`config.mk`:
```
export PLATFORM = sky130hd
export DESIGN_NAME = four_ask_demod
export DESIGN_NICKNAME = d
export VERILOG_FILES = /design/src/rtl/four_ask_demod_pkg.sv /design/src/rtl/pwm_width_meter.sv /design/src/rtl/four_ask_demod.sv
export SDC_FILE = /design/constraint.sdc
export NUM_CORES = 1
export LEC_CHECK = 0
export ABC_AREA = 1
export BUFFER_PORTS_ARGS = -buffer_cell sky130_fd_sc_hd__buf_2
export CAP_MARGIN = 0
export CORE_MARGIN = 4
export CORE_UTILIZATION = 56
export CTS_BUF_LIST = sky130_fd_sc_hd__clkbuf_4 sky130_fd_sc_hd__clkbuf_8 sky130_fd_sc_hd__clkbuf_16
export DETAILED_ROUTE_END_ITERATION = 10
export PLACE_DENSITY = 0.78
export SLEW_MARGIN = 20
export SYNTH_ARGS = -nofsm -noshare
export SYNTH_HDL_FRONTEND = slang
export SYNTH_SLANG_ARGS = --single-unit
export TNS_END_PERCENT = 100
```
`constraint.sdc`:
```
create_clock -name clk -period 1.78 [get_ports clk]
set_clock_uncertainty 0.1 [all_clocks]
set_input_delay 0.178 -clock clk [delete_from_list [all_inputs] [get_ports clk]]
set_output_delay 0.178 -clock clk [all_outputs]
set_load 0.03 [all_outputs]
```
`src/rtl/four_ask_demod_pkg.sv`:
```
// Shared types and constants for the 4-ASK PWM demodulator and its matching modulator.
package four_ask_demod_pkg;

  typedef enum logic [1:0] {
    ST_IDLE = 2'd0,
    ST_HIGH = 2'd1,
    ST_LOW  = 2'd2
  } state_t;

  typedef logic [1:0] sym_t;

  localparam int unsigned CNT_W    = 10;
  localparam int unsigned CNT_MAX  = 1023;
  localparam int unsigned HIGH_MAX = 150;

  localparam int unsigned PERIOD_NOM         = 500;
  localparam int unsigned TOL_NOM            = 8;
  localparam int unsigned SYMBOL_PERIODS_NOM = 4;
  localparam int unsigned BIT_CYCLES_NOM     = 1000;
  localparam int unsigned TH1_NOM            = 34;
  localparam int unsigned TH2_NOM            = 64;
  localparam int unsigned TH3_NOM            = 98;

  // Modulator high times per symbol; thresholds sit between neighbouring duties.
  localparam int unsigned DUTY_00 = 22;
  localparam int unsigned DUTY_01 = 47;
  localparam int unsigned DUTY_10 = 82;
  localparam int unsigned DUTY_11 = 115;

  function automatic logic [CNT_W-1:0] sat_inc(input logic [CNT_W-1:0] v);
    return (v == CNT_W'(CNT_MAX)) ? v : v + CNT_W'(1);
  endfunction

  // A high time equal to a threshold belongs to the upper class.
  function automatic sym_t classify(input logic [CNT_W-1:0] high,
                                    input int unsigned th1,
                                    input int unsigned th2,
                                    input int unsigned th3);
    if (32'(high) < th1) return sym_t'(2'b00);
    if (32'(high) < th2) return sym_t'(2'b01);
    if (32'(high) < th3) return sym_t'(2'b10);
    return sym_t'(2'b11);
  endfunction

endpackage

```
`src/rtl/pwm_width_meter.sv`:
```
// Synchronizes the PWM line and measures period and high time of each carrier cycle.
module pwm_width_meter
  import four_ask_demod_pkg::*;
#(
  parameter int unsigned PERIOD = PERIOD_NOM,
  parameter int unsigned TOL    = TOL_NOM,
  parameter int unsigned TH1    = TH1_NOM,
  parameter int unsigned TH2    = TH2_NOM,
  parameter int unsigned TH3    = TH3_NOM
) (
  input  logic clk,
  input  logic rst,
  input  logic modulated,
  output logic period_done_c,
  output logic period_ok_c,
  output sym_t period_class_c,
  output logic timeout_c
);

  localparam logic [CNT_W-1:0] P_MIN    = CNT_W'(PERIOD - TOL);
  localparam logic [CNT_W-1:0] P_MAX    = CNT_W'(PERIOD + TOL);
  localparam logic [CNT_W-1:0] H_MAX    = CNT_W'(HIGH_MAX);
  localparam logic [CNT_W-1:0] T_OUT    = CNT_W'(PERIOD + PERIOD / 4);

  logic             sync1;
  logic             sync2;
  logic             sync_d;
  logic             rise_c;
  logic             fall_c;
  logic             timeout_hit;
  state_t           state;
  logic [CNT_W-1:0] period_cnt;
  logic [CNT_W-1:0] high_cnt;

  assign rise_c      = sync2 & ~sync_d;
  assign fall_c      = ~sync2 & sync_d;
  assign timeout_hit = (period_cnt >= T_OUT);

  // Two-flop synchronizer plus one delayed copy for edge detection.
  always_ff @(posedge clk) begin
    if (rst) begin
      sync1  <= 1'b0;
      sync2  <= 1'b0;
      sync_d <= 1'b0;
    end else begin
      sync1  <= modulated;
      sync2  <= sync1;
      sync_d <= sync2;
    end
  end

  // Measurement FSM: a period runs from one rising edge to the next.
  always_ff @(posedge clk) begin
    if (rst) begin
      state      <= ST_IDLE;
      period_cnt <= '0;
      high_cnt   <= '0;
    end else begin
      case (state)
        ST_IDLE: begin
          if (rise_c) begin
            state      <= ST_HIGH;
            period_cnt <= CNT_W'(1);
            high_cnt   <= CNT_W'(1);
          end
        end
        ST_HIGH: begin
          if (fall_c) begin
            state      <= ST_LOW;
            period_cnt <= sat_inc(period_cnt);
          end else if (timeout_hit) begin
            state      <= ST_IDLE;
            period_cnt <= '0;
            high_cnt   <= '0;
          end else begin
            period_cnt <= sat_inc(period_cnt);
            high_cnt   <= sat_inc(high_cnt);
          end
        end
        ST_LOW: begin
          if (rise_c) begin
            state      <= ST_HIGH;
            period_cnt <= CNT_W'(1);
            high_cnt   <= CNT_W'(1);
          end else if (timeout_hit) begin
            state      <= ST_IDLE;
            period_cnt <= '0;
            high_cnt   <= '0;
          end else begin
            period_cnt <= sat_inc(period_cnt);
          end
        end
        default: begin
          state      <= ST_IDLE;
          period_cnt <= '0;
          high_cnt   <= '0;
        end
      endcase
    end
  end

  // Period verdict is presented in the cycle of the closing rising edge.
  assign period_done_c  = (state == ST_LOW) & rise_c;
  assign period_ok_c    = (period_cnt >= P_MIN) && (period_cnt <= P_MAX) && (high_cnt <= H_MAX);
  assign period_class_c = classify(high_cnt, TH1, TH2, TH3);
  assign timeout_c      = timeout_hit &
                          (((state == ST_HIGH) & ~fall_c) | ((state == ST_LOW) & ~rise_c));

endmodule

```
`src/rtl/four_ask_demod.sv`:
```
// 4-ASK PWM demodulator: lock tracking, symbol accumulation and MSB-first serial output.
module four_ask_demod
  import four_ask_demod_pkg::*;
#(
  parameter int unsigned PERIOD         = PERIOD_NOM,
  parameter int unsigned TOL            = TOL_NOM,
  parameter int unsigned SYMBOL_PERIODS = SYMBOL_PERIODS_NOM,
  parameter int unsigned BIT_CYCLES     = BIT_CYCLES_NOM,
  parameter int unsigned TH1            = TH1_NOM,
  parameter int unsigned TH2            = TH2_NOM,
  parameter int unsigned TH3            = TH3_NOM
) (
  input  logic clk,
  input  logic rst,
  input  logic modulated,
  output sym_t sym,
  output logic sym_valid,
  output logic sym_err,
  output logic message,
  output logic lock
);

  localparam int unsigned SYM_W = $clog2(SYMBOL_PERIODS + 1);
  localparam int unsigned BIT_W = $clog2(BIT_CYCLES + 1);

  logic             period_done_c;
  logic             period_ok_c;
  logic             timeout_c;
  sym_t             period_class_c;
  logic [1:0]       run_cnt;
  logic [SYM_W-1:0] sym_cnt;
  sym_t             first_class;
  logic             diff_seen;
  logic             sym_fire_c;
  logic             sym_err_c;
  logic             ser_busy;
  logic [BIT_W-1:0] bit_cnt;

  pwm_width_meter #(
    .PERIOD (PERIOD),
    .TOL    (TOL),
    .TH1    (TH1),
    .TH2    (TH2),
    .TH3    (TH3)
  ) u_meter (
    .clk            (clk),
    .rst            (rst),
    .modulated      (modulated),
    .period_done_c  (period_done_c),
    .period_ok_c    (period_ok_c),
    .period_class_c (period_class_c),
    .timeout_c      (timeout_c)
  );

  assign sym_fire_c = period_done_c & period_ok_c & lock &
                      (sym_cnt == SYM_W'(SYMBOL_PERIODS - 1));
  assign sym_err_c  = (sym_cnt == '0) ? 1'b0 : (diff_seen | (period_class_c != first_class));

  // Lock and symbol accumulation; only periods seen while already locked count.
  always_ff @(posedge clk) begin
    if (rst) begin
      lock        <= 1'b0;
      run_cnt     <= '0;
      sym_cnt     <= '0;
      first_class <= '0;
      diff_seen   <= 1'b0;
      sym         <= '0;
      sym_valid   <= 1'b0;
      sym_err     <= 1'b0;
    end else begin
      sym_valid <= 1'b0;
      sym_err   <= 1'b0;
      if (timeout_c || (period_done_c && !period_ok_c)) begin
        lock      <= 1'b0;
        run_cnt   <= '0;
        sym_cnt   <= '0;
        diff_seen <= 1'b0;
      end else if (period_done_c) begin
        if (run_cnt != 2'd2) run_cnt <= run_cnt + 2'd1;
        if (run_cnt != 2'd0) lock <= 1'b1;
        if (lock) begin
          if (sym_fire_c) begin
            sym       <= period_class_c;
            sym_valid <= 1'b1;
            sym_err   <= sym_err_c;
            sym_cnt   <= '0;
            diff_seen <= 1'b0;
          end else begin
            if (sym_cnt == '0) first_class <= period_class_c;
            else if (period_class_c != first_class) diff_seen <= 1'b1;
            sym_cnt <= sym_cnt + SYM_W'(1);
          end
        end
      end
    end
  end

  // Serializer: MSB for BIT_CYCLES cycles, then LSB held; a new symbol restarts it.
  always_ff @(posedge clk) begin
    if (rst) begin
      message  <= 1'b0;
      ser_busy <= 1'b0;
      bit_cnt  <= '0;
    end else if (sym_fire_c) begin
      message  <= period_class_c[1];
      ser_busy <= 1'b1;
      bit_cnt  <= BIT_W'(1);
    end else if (ser_busy) begin
      if (bit_cnt == BIT_W'(BIT_CYCLES)) begin
        message  <= sym[0];
        ser_busy <= 1'b0;
      end else begin
        bit_cnt <= bit_cnt + BIT_W'(1);
      end
    end
  end

endmodule

```
==> results of run 1 <==
-- cell usage after synthesis, drive strengths merged --
cell type and instances:
xnor2 1, o211ai 2, clkbuf 1, inv 62, xor2 12, dfxtp 50, a31oi 1, buf 6
nand4 12, nand3b 2, a21boi 1, nor4 1, a211oi 1, o21a 1, a21oi 27, o22ai 3
o211a 1, nand2 75, o21ai 19, nor3 7, or2 4, ha 12, nor2 85, nand3 31
nor3b 1
-- critical path: cells and delay by family (launching register included) --
family | cells | cell delay [ps]
AND/OR/NAND/NOR | 6 | 450
AO/OA/AOI/OAI | 2 | 390
flip-flops | 1 | 380
buffers and inverters | 2 | 230
adder cells (fa/ha/maj) | 1 | 180
-- final cells by class --
cell class	count	area [µm²]	share of cell area
multi-input cells	300	1830	0.505
flip-flops and latches	50	1010	0.279
repair buffers	47	364	0.100
inverters	62	240	0.0662
clock buffers	7	90.1	0.0248
well taps	67	83.8	0.0231
clock inverters	1	5.00	0.00138
-- repair_timing --
| action | CTS | global route |
|---|---|---|
| hold buffers | 1 | 0 |
| pin swaps | 2 | 25 |
| hold endpoints to repair | 1 | 0 |
| cloned | 0 | 2 |
| endpoints found under the setup margin | 23 | 44 |
| setup buffers | 1 | 8 |
| gates resized for setup | 7 | 69 |
-- state kept, by name, indices dropped and copies added (netlist names), 2 cells and up --
register,count
bit_cnt,10
sym,2
u_meter.state,2
u_meter.high_cnt,10
first_class,2
sym_cnt,3
run_cnt,2
u_meter.period_cnt,10
-- final timing paths --
kind	from	endpoint	slack (ps)	depth (start not counted)
worst max-delay path	u_meter.period_cnt[0]	u_meter.high_cnt[2]	-70	11
worst min-delay path	rst	u_meter.period_cnt[2]	160	3
worst max register to register	u_meter.period_cnt[0]	u_meter.high_cnt[2]	-70	11
worst min register to register	u_meter.sync1	u_meter.sync2	300	2
-- power by group --
| group | switching, mW | leakage, nW | internal (mW) |
|---|---|---|---|
| Sequential | 0.0169 | 0.408 | 1.14 |
| Combinational | 0.174 | 1.07 | 0.106 |
| Clock | 0.367 | 0.0517 | 0.329 |
-- logic make-up (layout without fill, tap and decap cells) --
kind of cell / after synthesis / count (layout) / share of synthesized area
XOR/XNOR: 13 / 13 / 0.0393
AO/OA/AOI/OAI: 56 / 56 / 0.122
flip-flops: 50 / 50 / 0.346
adder cells (fa/ha/maj): 12 / 12 / 0.0518
buffers and inverters: 69 / 117 / 0.0963
AND/OR/NAND/NOR: 218 / 219 / 0.345
-- routing by layer --
metal  up-vias  wire, µm  global-route usage
li1       1430         -                   -
met5         -         0                   0
met1      1295      3020               0.266
met2       104      3560               0.368
met4         0       165              0.0693
met3        16       390              0.0350
-- through the flow --
| step | utilization | cells | hold slack (ps) | instance area [µm²] |
|---|---|---|---|---|
| final | 0.743 | 534 | 155 | 3630 |
| after global routing | 0.743 | 534 | 168 | 3630 |
| after CTS | 0.683 | 525 | 173 | 3330 |
| after global placement | 0.654 | 515 | 281 | 3190 |
| after floorplan | - | 418 | 151 | 2900 |
| after detailed placement | 0.654 | 515 | 291 | 3190 |
==> flow_metrics.py, run 1 <==
metrics = {
    "sta": {
        "tns_ps": -409,
        "grt_setup_unrepaired": "yes",
        "hold_viol": 0,
        "setup_viol": 15,
        "finalCriticalPeriod_ps": 1850,
        "worst_slew_pin_slew_ps": 393,
        "fin_ws_ps": -65.2,
        "max_slew_margin": 0.736,
        "max_freq_ghz": 0.542,
        "final_max_slew_viol_count": 0,
        "min_period_over_period": 1.04,
    },
    "critical_path": {
        "slowest_stage": "dfxtp_4",
        "cp.required_ps": 1880,
        "worstPathCellList": "inv_4 -> ha_1 -> nand3_1 -> nand2_1 -> nand3_2 -> nand2_4 -> a21oi_4 -> buf_4 -> nand2_8 -> o21ai_1 -> nor2_1",
        "cp-start-kind": "flop",
        "crit_arrival_ps": 1950,
        "critPathMaxStageDelay_ps": 380,
        "worst_setup_path_end_kind": "flop",
        "path_max_fanout": 8,
        "path_class": "reg -> reg",
    },
    "grt": {
        "grt_pass1_vias": 2512,
        "grt_usage": 0.213,
        "grt_max_degree": 17,
        "antenna_found_initial": 0,
        "globalRouteOverflowTotal": 0,
        "grt_pass1_wl_um": 10800,
    },
    "logic_synthesis": {
        "synth.avg_cell_area_um2": 6.93,
        "synth_warnings": 0,
        "synth.net_count": 433,
        "netlist_area_mm2": 0.00290,
        "synth_seq_cells": 50,
        "yosysSeqAreaShare": 0.346,
        "synthCells": 418,
        "synth_top_area_frac": 0.346,
        "synth_cell_types": 38,
        "ys_top_cells_by_area": "dfxtp_1 (35%), nor2_1 (11%), nand2_1 (8.6%)",
        "yosysTopAreaCell": "dfxtp_1",
    },
    "cts": {
        "cts.sinks": 50,
        "cts_tree": "built",
        "cts.clk_slew.worst_paths_ps": 90,
        "worstSkewPairLatency_ps": 310,
        "h-tree-depth": 2,
        "cts_buffer_depth": 2,
        "cts_buffers": 5,
        "cts_root_buf": "clkbuf_8",
    },
    "drt": {
        "wl_per_cell_um": 13.4,
        "vias_per_cell": 5.33,
        "ant_nets": 0,
        "routed_wl_um": 7130,
        "drc_errors": 0,
        "vias": 2845,
        "dr.pass1.iters": 6,
        "first_iter_violations": 200,
    },
    "worst_hold_path": {
        "hp-class": "in -> reg",
    },
    "power": {
        "power.density_mw_per_mm2": 587,
        "ir_drop_uv": 410,
        "finalPower_mw": 2.13,
        "leakage_nw": 1.53,
    },
    "finish": {
        "nets": 481,
        "diodes": 0,
        "drive_gt1_frac": 0.283,
        "mostFrequentLayoutCells": "nor2_1 (70), inv_1 (57), nand2_1 (57)",
        "layout_commonest_cell": "nor2_1",
        "fillCellCount": 374,
        "area_growth_pct": 25.2,
    },
    "die": {
        "num_rows": 25,
        "core_mm2": 0.00488,
        "io_pins": 9,
        "initial_utilization": 0.594,
        "die_x_um": 79.9,
        "die_area_mm2": 0.00639,
        "die_h_um": 79.9,
    },
    "place": {
        "gp_congestion": 0.880,
        "pre_cts_ws_ps": -110,
        "io_buffer_count": 8,
        "post-dp-hpwl_um": 4650,
    },
    "flow_run": {
        "drv_cap": 0,
    },
    "outcome": {
        "status": "complete, but fails checks",
        "violations": "negative setup slack",
    },
}
(Power assumes the default switching activity.)
==> inputs of run 2 (changes only) <==
--- a/config.mk
+++ b/config.mk
@@ -8,6 +8,7 @@
 export ABC_AREA = 1
 export BUFFER_PORTS_ARGS = -buffer_cell sky130_fd_sc_hd__buf_2
 export CAP_MARGIN = 0
+export CORE_ASPECT_RATIO = 0.5
 export CORE_MARGIN = 4
 export CORE_UTILIZATION = 56
 export CTS_BUF_LIST = sky130_fd_sc_hd__clkbuf_4 sky130_fd_sc_hd__clkbuf_8 sky130_fd_sc_hd__clkbuf_16
==> flow_metrics.py, run 2 (synthesized netlist as in run 1, its figures left out) <==
metrics = {
    "finish": {
        "mostFrequentLayoutCells": "nor2_1 (70), nand2_1 (57), inv_1 (54)",
        "layout_commonest_cell": "nor2_1",
        "diodes": 0,
        "drive_gt1_frac": 0.290,
        "layout.cells.non_filler": 535,
        "largest_registers": "bit_cnt: 10 flops, u_meter.high_cnt: 10 flops, u_meter.period_cnt: 10 flops",
        "nets": 479,
        "area_growth_pct": 26.0,
    },
    "cts": {
        "cts.sinks": 50,
        "cts.clk_slew.worst_paths_ps": 90,
        "cts_buffers": 5,
        "cts_root_buf": "clkbuf_8",
        "h-tree-depth": 2,
        "cts_tree": "built",
        "worstSkewPairLatency_ps": 310,
        "cts_buffer_depth": 2,
    },
    "grt": {
        "grt_pass1_vias": 2672,
        "grt_max_degree": 17,
        "antenna_found_initial": 0,
        "grt_pass1_wl_um": 11300,
        "globalRouteOverflowTotal": 0,
        "grt_usage": 0.220,
    },
    "sta": {
        "worst_slew_pin_slew_ps": 410,
        "worst_hold_slack_ps": 170,
        "hold_viol": 0,
        "setup_viol": 14,
        "max_slew_margin": 0.726,
        "finalCriticalPeriod_ps": 1850,
        "final_max_slew_viol_count": 0,
        "max_freq_ghz": 0.539,
        "min_period_over_period": 1.04,
        "grt_setup_unrepaired": "yes",
        "fin_ws_ps": -74.9,
    },
    "critical_path": {
        "worst_setup_path_end_kind": "flop",
        "path_max_fanout": 10,
        "crit_arrival_ps": 2000,
        "cp.required_ps": 1920,
        "reg2reg_depth": 12,
        "crit_path_start": "u_meter.period_cnt[1]",
        "r2r-start": "u_meter.period_cnt[1]",
        "cp-start-kind": "flop",
        "path_class": "reg -> reg",
    },
    "drt": {
        "routed_wl_um": 7270,
        "first_iter_violations": 179,
        "wl_met2_um": 3620,
        "vias": 2863,
        "met3_length_um": 345,
        "top_layer": "met4",
        "drc_errors": 0,
        "vias_per_cell": 5.35,
        "wl_per_cell_um": 13.6,
        "ant_nets": 0,
        "dr.pass1.iters": 5,
        "wl_met1_um": 3200,
    },
    "die": {
        "core_mm2": 0.00495,
        "die_area_mm2": 0.00646,
        "die_h_um": 58.9,
        "io_pins": 9,
        "die_x_um": 110,
        "num_rows": 18,
        "initial_utilization": 0.585,
    },
    "place": {
        "dp_cells": 516,
        "post-dp-hpwl_um": 4790,
        "gp_congestion": 0.887,
        "io_buffer_count": 8,
    },
    "outcome": {
        "violations": "negative setup slack",
        "status": "complete, but fails checks",
    },
    "power": {
        "swShare": 0.259,
        "power.switching_mw": 0.592,
        "comb_power_share": 0.116,
        "pwr-share-clk": 0.379,
        "finalPower_mw": 2.29,
        "seqPwrFrac": 0.505,
        "leakage_nw": 1.53,
        "p_int_mw": 1.70,
        "ir_drop_uv": 391,
        "power.density_mw_per_mm2": 627,
    },
    "worst_hold_path": {
        "hp-class": "in -> reg",
        "min_path_cells": 3,
        "hp-start": "rst",
    },
    "flow_run": {
        "drv_cap": 0,
    },
}
-- run 2: power groups by stage --
stage	sequential, mW	combinational, mW	clock, mW
4_1_cts	1.15	0.215	0.875
5_1_grt	1.16	0.296	0.935
3_3_place_gp	1.18	0.203	0
6_report	1.16	0.265	0.867
3_5_place_dp	1.18	0.209	0
2_1_floorplan	1.18	0.148	0
-- run 2: per-layer routing --
| metal | up-vias | global-route usage |
|---|---|---|
| met4 | 0 | 0.0817 |
| met3 | 13 | 0.0460 |
| met2 | 92 | 0.386 |
| li1 | 1427 | - |
| met5 | - | 0 |
| met1 | 1331 | 0.270 |
-- run 2: path summary, 6_finish.rpt --
check,end,slack [ps]
max,u_meter.high_cnt[0],-70
min,u_meter.period_cnt[5],170
max reg2reg,u_meter.high_cnt[0],-70
min reg2reg,u_meter.sync2,310
-- run 2: timing repair --
| item | in CTS | in global routing |
|---|---|---|
| endpoints found under the hold margin | 1 | 0 |
| cloned | 0 | 1 |
| resized for setup | 11 | 69 |
| buffers inserted | 2 | 7 |
| hold buffers | 1 | 0 |
| endpoints found under the setup margin | 31 | 45 |
| pin swaps | 4 | 22 |
-- run 2: final cells by class --
type / count / area (µm²)
Timing Repair Buffer: 45 / 340
Clock inverter: 2 / 38.8
Multi-Input combinational cell: 300 / 1840
Tap cell: 70 / 87.6
Fill cell: 366 / 1310
Clock buffer: 6 / 82.6
Sequential cell: 50 / 1020
Inverter: 62 / 243
-- run 2: through the flow --
step / utilization / setup WS, ps / cell area, µm² / TNS (ps)
detailed placement: 0.642 / -80.2 / 3180 / -532
CTS: 0.678 / 2.34 / 3360 / 0
finish: 0.737 / -74.9 / 3650 / -444
floorplan: - / 85.6 / 2900 / 0
global route: 0.737 / -202 / 3650 / -2620
global placement: 0.642 / 18.2 / 3180 / 0
-- run 2: worst max-delay path: stages (launching register included) --
cell and delay, ps:
dfxtp_2 360, inv_4 60, ha_4 150, nor2_2 80, nand3_2 80, nand2_2 90, nand3_4 80, nand2_4 120
nand2_2 120, buf_6 170, o21ai_1 160, o21ai_1 100, nor2_1 120
==> inputs of run 3 (changes only) <==
--- a/config.mk
+++ b/config.mk
@@ -6,7 +6,7 @@
 export NUM_CORES = 1
 export LEC_CHECK = 0
 export ABC_AREA = 1
-export BUFFER_PORTS_ARGS = -buffer_cell sky130_fd_sc_hd__buf_2
+export BUFFER_PORTS_ARGS = -buffer_cell sky130_fd_sc_hd__clkbuf_2
 export CAP_MARGIN = 0
 export CORE_ASPECT_RATIO = 0.5
 export CORE_MARGIN = 4
@@ -17,5 +17,6 @@
 export SLEW_MARGIN = 20
 export SYNTH_ARGS = -nofsm -noshare
 export SYNTH_HDL_FRONTEND = slang
+export SYNTH_HIERARCHICAL = 1
 export SYNTH_SLANG_ARGS = --single-unit
 export TNS_END_PERCENT = 100
==> flow_metrics.py, run 3 <==
metrics = {
    "die": {
        "die_x_um": 112,
        "die_area_mm2": 0.00675,
        "die_h_um": 60.1,
        "initial_utilization": 0.598,
        "core_mm2": 0.00509,
        "num_rows": 18,
        "io_pins": 9,
    },
    "finish": {
        "area_growth_pct": 33.6,
        "diodes": 0,
        "layout_commonest_cell": "nand2_1",
        "nets": 558,
        "fin_util": 0.800,
        "drive_gt1_frac": 0.331,
        "mostFrequentLayoutCells": "nand2_1 (117), buf_4 (62), nor2_1 (58)",
        "largest_registers": "bit_cnt: 10 flops, u_meter/high_cnt: 10 flops, u_meter/period_cnt: 10 flops",
    },
    "logic_synthesis": {
        "synth_warnings": 6,
        "synth_seq_cells": 50,
        "synth_fa_ha_area_frac": 0.0493,
        "ys_top_cells_by_area": "dfxtp_1 (33%), nand2_1 (16%), nor2_1 (7.6%)",
        "async_flop_share": 0,
        "synth_compound_area_frac": 0.111,
        "synth.avg_cell_area_um2": 6.45,
        "synthSimpleGateAreaFrac": 0.383,
        "synth_xor_area_frac": 0.0288,
        "synth_top_family_by_area": "simple AND/OR/NAND/NOR gates",
        "synthCells": 472,
        "synth_top_area_frac": 0.329,
        "ys_top_cells_by_count": "nand2_1 (131), nor2_1 (62), inv_1 (52)",
        "ys.flop_type": "dfxtp_1",
        "netlist_area_mm2": 0.00305,
        "synth_cell_types": 37,
        "synth_edf_count": 0,
        "synth.net_count": 487,
        "muxShareOfSynthArea": 0,
        "yosysMostFrequentCell": "nand2_1",
        "yosysTopAreaCell": "dfxtp_1",
        "yosysSeqAreaShare": 0.329,
    },
    "power": {
        "finalPower_mw": 2.07,
        "ir_drop_uv": 321,
        "leakage_nw": 1.69,
        "power.density_mw_per_mm2": 509,
    },
    "sta": {
        "final_max_slew_viol_count": 0,
        "tns_ps": -424,
        "max_freq_ghz": 0.537,
        "worst_hold_slack_ps": 67.1,
        "setup_viol": 10,
        "worst_slew_pin_slew_ps": 441,
        "finalCriticalPeriod_ps": 1860,
        "max_slew_margin": 0.705,
        "hold_viol": 0,
        "grt_setup_unrepaired": "yes",
        "min_period_over_period": 1.05,
        "fin_ws_ps": -82.1,
    },
    "grt": {
        "grt_pass1_vias": 2876,
        "antenna_found_initial": 0,
        "grt_pass1_wl_um": 12600,
        "grt_usage": 0.229,
        "grt_max_degree": 32,
        "globalRouteOverflowTotal": 0,
    },
    "place": {
        "post-dp-hpwl_um": 5230,
        "pre_cts_ws_ps": -156,
        "gp_congestion": 0.877,
        "io_buffer_count": 8,
    },
    "cts": {
        "cts.clk_slew.worst_paths_ps": 100,
        "cts.sinks": 50,
        "h-tree-depth": 2,
        "cts_tree": "built",
        "cts_root_buf": "clkbuf_8",
        "worstSkewPairLatency_ps": 310,
        "cts_buffer_depth": 2,
        "cts_buffers": 5,
    },
    "drt": {
        "vias_per_cell": 5.23,
        "ant_nets": 0,
        "wl_per_cell_um": 12.9,
        "vias": 3213,
        "routed_wl_um": 7900,
        "drc_errors": 1,
        "dr.pass1.iters": 9,
        "first_iter_violations": 247,
    },
    "flow_run": {
        "drv_cap": 0,
    },
    "critical_path": {
        "worst_setup_path_end_kind": "flop",
        "path_max_fanout": 5,
        "cp.required_ps": 1940,
        "path_class": "reg -> reg",
        "cp-start-kind": "flop",
        "crit_arrival_ps": 2020,
    },
    "outcome": {
        "violations": "design-rule violations, negative setup slack",
        "status": "complete, but fails checks",
    },
    "worst_hold_path": {
        "hp-class": "in -> reg",
    },
}
[run 3: cell families (layout without fill, tap and decap cells)]
group,Yosys count,after routing
AND/OR/NAND/NOR,266,267
XOR/XNOR,10,10
flip-flops,50,50
AO/OA/AOI/OAI,62,62
adder cells (fa/ha/maj),12,12
buffers and inverters,72,143
[run 3: repair_timing]
item | in CTS | in global routing
pin swaps | 3 | 21
buffers inserted | 4 | 8
endpoints found under the setup margin | 36 | 45
gates cloned | 1 | 1
hold buffers | 1 | 0
hold endpoints to repair | 1 | 0
resized for setup | 22 | 74
[run 3: final cells by class]
class,instances,area [µm²]
Clock buffer,6,82.6
Clock inverter,2,16.3
Fill cell,346,1020
Inverter,58,235
Multi-Input combinational cell,351,2040
Sequential cell,50,1030
Tap cell,70,87.6
Timing Repair Buffer,77,583
[run 3: final timing paths]
kind	slack, ps	cells after the start	start	end
worst max-delay path	-80	11	u_meter/high_cnt[3]	diff_seen
worst min register to register	330	2	u_meter/sync1	u_meter/sync2
worst min-delay path	70	3	rst	sym_err
worst max register to register	-80	11	u_meter/high_cnt[3]	diff_seen
[run 3: per-stage QoR]
stage               instances  cell area, µm²
finish                    614            4070
CTS                       606            3760
detailed placement        592            3530
global route              614            4070
global placement          592            3530
floorplan                 472            3080
[run 3: critical path, stage by stage (launching register included)]
cell and delay, ps:
dfxtp_4 370, inv_2 60, nand4_1 90, o21ai_1 180, nand2_1 80, nand2_2 70
nand3_2 100, inv_4 100, o21ai_2 70, or2_4 240, or2_4 240, a21oi_2 90
[run 3: layer usage]
| layer | global-route usage | share of wire | vias up |
|---|---|---|---|
| met4 | 0.0548 | 0.011 | 0 |
| li1 | - | - | 1644 |
| met1 | 0.295 | 0.47 | 1471 |
| met3 | 0.0415 | 0.044 | 9 |
| met2 | 0.406 | 0.47 | 89 |
| met5 | 0 | 0 | - |
[run 3: report_power, final]
part / internal [mW] / switching, mW
combinational: 0.0848 / 0.127
sequential: 1.12 / 0.00858
clock: 0.321 / 0.407
